==> src/rtl/delay_line_ctrl.sv <==
// Sample-gated delay line sequencer for an external simple-dual-port BRAM.
// Delay is counted in accepted samples; length is reprogrammable at runtime.
module delay_line_ctrl #(
    parameter int DATA_WIDTH  = 25,
    parameter int ADDR_WIDTH  = 9,
    parameter int DEFAULT_LEN = 511
) (
    input  logic                  clk,
    input  logic                  rst_n,
    input  logic                  en,
    input  logic                  cfg_load,
    input  logic [ADDR_WIDTH-1:0] cfg_len,
    output logic                  cfg_err,
    input  logic                  di_valid,
    input  logic [DATA_WIDTH-1:0] di,
    output logic                  do_valid,
    output logic [DATA_WIDTH-1:0] data_o,
    output logic                  primed,
    output logic                  ram_wren,
    output logic [ADDR_WIDTH-1:0] ram_wraddr,
    output logic [DATA_WIDTH-1:0] ram_di,
    output logic                  ram_rden,
    output logic [ADDR_WIDTH-1:0] ram_rdaddr,
    input  logic [DATA_WIDTH-1:0] ram_do
);

    typedef enum logic [1:0] {IDLE, FILL, RUN} state_t;

    state_t                state;
    logic [ADDR_WIDTH-1:0] len;
    logic [ADDR_WIDTH-1:0] wr_ptr;
    logic [ADDR_WIDTH-1:0] fill_cnt;
    logic [ADDR_WIDTH-1:0] fill_next;
    logic                  rd_pend;
    logic                  accepted;
    logic                  load_ok;

    assign accepted  = di_valid & en & (state != IDLE);
    assign load_ok   = cfg_load & (cfg_len != '0);
    assign fill_next = fill_cnt + 1'b1;

    // Addresses are gated so the RAM port sees zeros whenever nothing is issued.
    assign ram_wren   = accepted;
    assign ram_rden   = accepted;
    assign ram_wraddr = accepted ? wr_ptr : '0;
    assign ram_rdaddr = accepted ? wr_ptr - len : '0;
    assign ram_di     = di;

    always_ff @(posedge clk) begin
        if (!rst_n) begin
            state    <= IDLE;
            len      <= ADDR_WIDTH'(DEFAULT_LEN);
            wr_ptr   <= '0;
            fill_cnt <= '0;
            rd_pend  <= 1'b0;
            do_valid <= 1'b0;
            data_o   <= '0;
            primed   <= 1'b0;
            cfg_err  <= 1'b0;
        end else begin
            cfg_err <= cfg_load & (cfg_len == '0);
            // A successful load kills both the read issued now and the one in flight.
            rd_pend  <= accepted & (state == RUN) & ~load_ok;
            do_valid <= rd_pend & ~load_ok;
            if (rd_pend && !load_ok)
                data_o <= ram_do;
            if (accepted)
                wr_ptr <= wr_ptr + 1'b1;
            if (load_ok)
                len <= cfg_len;

            if (!en) begin
                state    <= IDLE;
                primed   <= 1'b0;
                fill_cnt <= '0;
            end else if (load_ok && state != IDLE) begin
                // A sample arriving with the load is k=0 of the new fill.
                fill_cnt <= accepted ? ADDR_WIDTH'(1) : '0;
                if (accepted && cfg_len == ADDR_WIDTH'(1)) begin
                    state  <= RUN;
                    primed <= 1'b1;
                end else begin
                    state  <= FILL;
                    primed <= 1'b0;
                end
            end else begin
                case (state)
                    IDLE: state <= FILL;
                    FILL: if (accepted) begin
                        fill_cnt <= fill_next;
                        if (fill_next == len) begin
                            state  <= RUN;
                            primed <= 1'b1;
                        end
                    end
                    default: ;
                endcase
            end
        end
    end

endmodule

==> config.mk <==
export PLATFORM = sky130hd
export DESIGN_NAME = delay_line_ctrl
export DESIGN_NICKNAME = d
export VERILOG_FILES = /design/src/rtl/delay_line_ctrl.sv
export SDC_FILE = /design/constraint.sdc
export NUM_CORES = 1
export LEC_CHECK = 0
export ABC_AREA = 1
export BUFFER_PORTS_ARGS = -buffer_cell sky130_fd_sc_hd__buf_2
export CAP_MARGIN = 20
export CORE_MARGIN = 2
export CORE_UTILIZATION = 52
export DETAILED_ROUTE_END_ITERATION = 12
export GPL_TIMING_DRIVEN = 0
export PLACE_DENSITY = 0.86
export SYNTH_ARGS = -nofsm -noshare
export SYNTH_HDL_FRONTEND = slang
export SYNTH_SLANG_ARGS = --single-unit
==> constraint.sdc <==
create_clock -name clk -period 4.95 [get_ports clk]
set_input_delay 1.485 -clock clk [delete_from_list [all_inputs] [get_ports clk]]
set_output_delay 1.485 -clock clk [all_outputs]
set_load 0.01 [all_outputs]
# Word level (Yosys, flattened, before mapping)
# Index checks and enable logic that the tools add are counted.
[word_totals] ff_bits=58 latch_bits=0 mem_bits_rw=0 romBits=0 mem_count=0
[classes] n_addsub=3 n_mul=0 div_mod_pow=0 magnitude_cmp=0 eq_ne=6 shifts=0 mux=16 bitwise_logic=8 n_reduce_logical=16
[op_table] operator="9-bit two-way mux" count=5
[op_table] operator="9-bit by 1-bit adder with 9-bit output, second input constant" count=2
[op_table] operator="9-bit by 1-bit equality test with 1-bit output, second input constant" count=1
[op_table] operator="9-bit equality test" count=1
[op_table] operator="9-bit zero test" count=1
[op_table] operator="9-bit nonzero test" count=1
[op_table] operator="9-bit subtractor" count=1
[op_table] operator="2-bit two-way mux" count=4
[op_table] operator="2-bit nonzero test" count=4
[op_table] operator="1-bit AND" count=7
[op_table] operator="1-bit two-way mux" count=6
[op_table] operator="3-bit inequality test, second input constant" count=2
[op_table] operator="3-bit AND reduction" count=2
[op_table] operator="2-bit case mux with 2 select lines" count=1
[op_table] operator="2-bit AND reduction" count=2
[op_table] operator="1-bit logical AND" count=3
[op_table] operator="3-bit nonzero test" count=1
[op_table] operator="2-bit by 1-bit equality test with 1-bit output, second input constant" count=1
[op_table] operator="2-bit equality test, second input constant" count=1
[op_table] operator="2-bit zero test" count=1
[op_table] operator="1-bit zero test" count=1
[op_table] operator="1-bit inverter" count=1

# Logic depth before layout (Yosys ltp)
[depth] ltp_word=6 depth_mapped=13 depth_no_buf=13

# Worst setup path before layout
# OpenSTA, ideal clock, no wires.
[synth_timing] path_kind="input port to output port" from="input port di_valid" to="output port ram_rdaddr[3]" t_arrival_ns=2.294 required_ns=3.465 setup_slack_ns=1.171 stages=7 n_path_buf=1 cell_sequence="nand2_1 > inv_1 > nand2_4 > inv_1 > buf_2 > o21ai_0 > a21oi_1"
[synth_between] elab_chain_cells=3
[synth_rtl] element="start: declaration" line_no="14" text="input logic di_valid,"
[synth_rtl] element="1-bit AND (2 in series)" line_no="38" text="assign accepted = di_valid & en & (state != IDLE);"
[synth_rtl] element="via ram_rden" line_no="22" text="output logic ram_rden,"
[synth_rtl] element="9-bit two-way mux" line_no="46" text="assign ram_rdaddr = accepted ? wr_ptr - len : '0;"
[synth_rtl] element="end: declaration" line_no="23" text="output logic [ADDR_WIDTH-1:0] ram_rdaddr,"
# The timed path passes the listed nets, and every way through them passes these cells.

# Worst setup path in the final report
[layout_timing] from="input port en" to="output port ram_rdaddr[3]"
[layout_between] elab_chain_cells=3
[layout_rtl] element="start: declaration" line_no="10" text="input logic en,"
[layout_rtl] element="1-bit AND (2 in series)" line_no="38"
[layout_rtl] element="9-bit two-way mux" line_no="46"
# Every way passes these cells.

==> metrics.yaml <==
status:
  outcome: "completed"
clock_network:
  cts_tree: "done"
  clkSinkCount: 58
  clk_latency_ns: 0.33
  cts-buffers-inserted: 9
  cts.clk_slew.worst_paths_ns: 0.07
  cts.path.max_buffers: 2
  postCtsSetupRepairBufs: 0
  cts.htree.levels: 3
  cts_resized: 0
  cts-root-buf: "clkbuf_8"
  ctsHoldBuffers: 0
logic_synthesis:
  synth_cell_types: 36
  synth_area_per_cell_um2: 6.962
  synth_top_area_frac: 0.3649
  ys_warn_count: 0
  yosysSeqAreaShare: 0.3649
  synth_area_leaders: "dfxtp_1 (36%), nor2_1 (11%), nand2_1 (9.0%)"
  syn-cell-area_um2: 3182
  syn_nets: 532
  netlist_instances: 457
  postSynthRegisterBits: 58
  synth_area_leader_cell: "dfxtp_1"
timing:
  setup_violations: 0
  fin_skew_ns: 0.009355
  tns_ns: 0
  slew_headroom: 0.6816
  timing.final.crit_share: 0.8365
  hold_viol_final: 0
  grt_setup_unrepaired: "no"
  min_period_ns: 4.141
  timing.fmax_ghz: 0.2415
  fin_ws_ns: 0.8091
  max_slew.worst_pin.slew_ns: 0.4776
  slew_violations: 0
global_route:
  grt_max_degree: 13
  grt_usage: 0.2360
  grt-ovfl-total: 0
  grt_first_pass_wirelength_um: 12370
  antenna_found_initial: 0
  grt_pass1_vias: 2836
layout:
  fillers: 504
  stdcell_area_um2: 4080
  mostFrequentLayoutCells: "buf_2 (112), nor2_1 (90), nand2_1 (76)"
  nNetsFinal: 654
  layout_commonest_cell: "buf_2"
  multi_input_area_um2: 1585
  layout-drive-gt1-share: 0.2962
  regArea_um2: 1161
  syn_to_final_growth_pct: 28.23
  antenna-diode-count: 0
place:
  place.gp.congestion: 0.9269
  portBuffers: 111
  hpwlAfterDp_um: 6164
  place_area_um2: 3831
  pre_cts_slack_ns: 0.8327
worst_setup_path:
  worstPathCellList: "buf_2 > nand2_1 > inv_1 > nand2_4 > inv_1 > buf_2 > o21ai_0 > a21oi_1 > buf_2"
  cp_slowest_stage_delay_ns: 0.24
  cp_num_cells: 9
  crit_type: "in -> out"
  cp-start-kind: "primary input"
  cp.arrival_ns: 2.66
  crit_required_ns: 3.46
  reg2reg_depth: 13
  slowest_stage: "buf_2"
  cp-end-kind: "output port"
  crit_fanout: 11
  path_buf_inv: 5
  crit_family: "buffers and inverters"
  critPathMostFrequentCell: "buf_2"
drt:
  drc: 0
  ant_nets: 0
  post_drt_via_cell_ratio: 5.000
  drt_iter0_drc: 158
  first_pass_iters: 6
  wirelength_um: 7887
  wl_per_cell_um: 11.97
  route.vias.total: 3295
worst_hold_path:
  min_delay_path_depth: 1
  hp-class: "reg -> reg"
floorplan:
  die_w_um: 82.23
  start_util: 0.5374
  fp.dieArea_um2: 6761
  row_count: 28
  fp.coreArea_um2: 5921
  pin_count: 137
  fp.dieH_um: 82.23
job:
  drv_cap: 0
power:
  power_leakage_uw: 0.002036
  vdd_drop_max_mv: 0.2613
  finalPower_uw: 1149
  p_per_area_nw_per_um2: 281.5
final cells by class:
type / count / share of cell area
timing repair buffer: 111 / 0.1362
sequential: 58 / 0.2846
inverter: 47 / 0.04385
buffer: 38 / 0.06286
tap: 75 / 0.02300
clock buffer: 9 / 0.03036
multi-input combinational: 314 / 0.3885
clock inverter: 7 / 0.03067
logic make-up (layout without fill, tap and decap cells):
group / count (synthesis) / after routing / share of synthesized area
fa+ha+maj: 11 / 11 / 0.04562
compound gates: 84 / 84 / 0.1431
buf+inv: 85 / 212 / 0.1368
xor+xnor: 6 / 6 / 0.01652
simple gates: 213 / 213 / 0.2930
flops: 58 / 58 / 0.3649
through the flow:
stage | util | instances | hold WS (ns)
2_1_floorplan | - | 457 | 0.4159
3_3_place_gp | 0.6471 | 643 | 0.4338
3_5_place_dp | 0.6471 | 643 | 0.4488
4_1_cts | 0.6891 | 659 | 0.4589
5_1_grt | 0.6891 | 659 | 0.4901
6_report | 0.6891 | 659 | 0.4552
sequential cells by signal, indices dropped and copies added (netlist names):
| signal | count |
|---|---|
| state | 2 |
| wr_ptr | 9 |
| primed | 1 |
| fill_cnt | 9 |
| cfg_err | 1 |
| rd_pend | 1 |
| len | 9 |
| do_valid | 1 |
| data_o | 25 |
layer usage:
layer  up-vias  global-route usage  wire length [um]
met1      1462              0.2992              3367
li1       1699                   -                 -
met5         -                   0                 0
met2       124              0.3895              3832
met4         0             0.07167                99
met3        10             0.06522               588
synthesized netlist by cell type (all sizes together):
cell and n:
nor2 92, nand2 81, dfxtp 58, o21ai 48, inv 47, buf 32, a21oi 27, nand3 27
ha 10, clkbuf 6, o211ai 6, nor3 5, xor2 4, nand4 3, nor4 2, or2 2
xnor2 2, a211oi 1, a221oi 1, fa 1, nor3b 1, o21bai 1
report_power, final:
part / internal (uW) / total [uW] / switching, uW
Sequential: 474 / 480 / 5.95
Combinational: 55.1 / 123 / 68.0
Clock: 339 / 546 / 207
worst paths after layout:
path,startpoint,endpoint,slack [ns]
max,en,ram_rdaddr[3],0.81
min,state[0],rd_pend,0.46
max reg2reg,fill_cnt[0],state[1],3.00
min reg2reg,state[0],rd_pend,0.46
(Power assumes the default switching activity.)
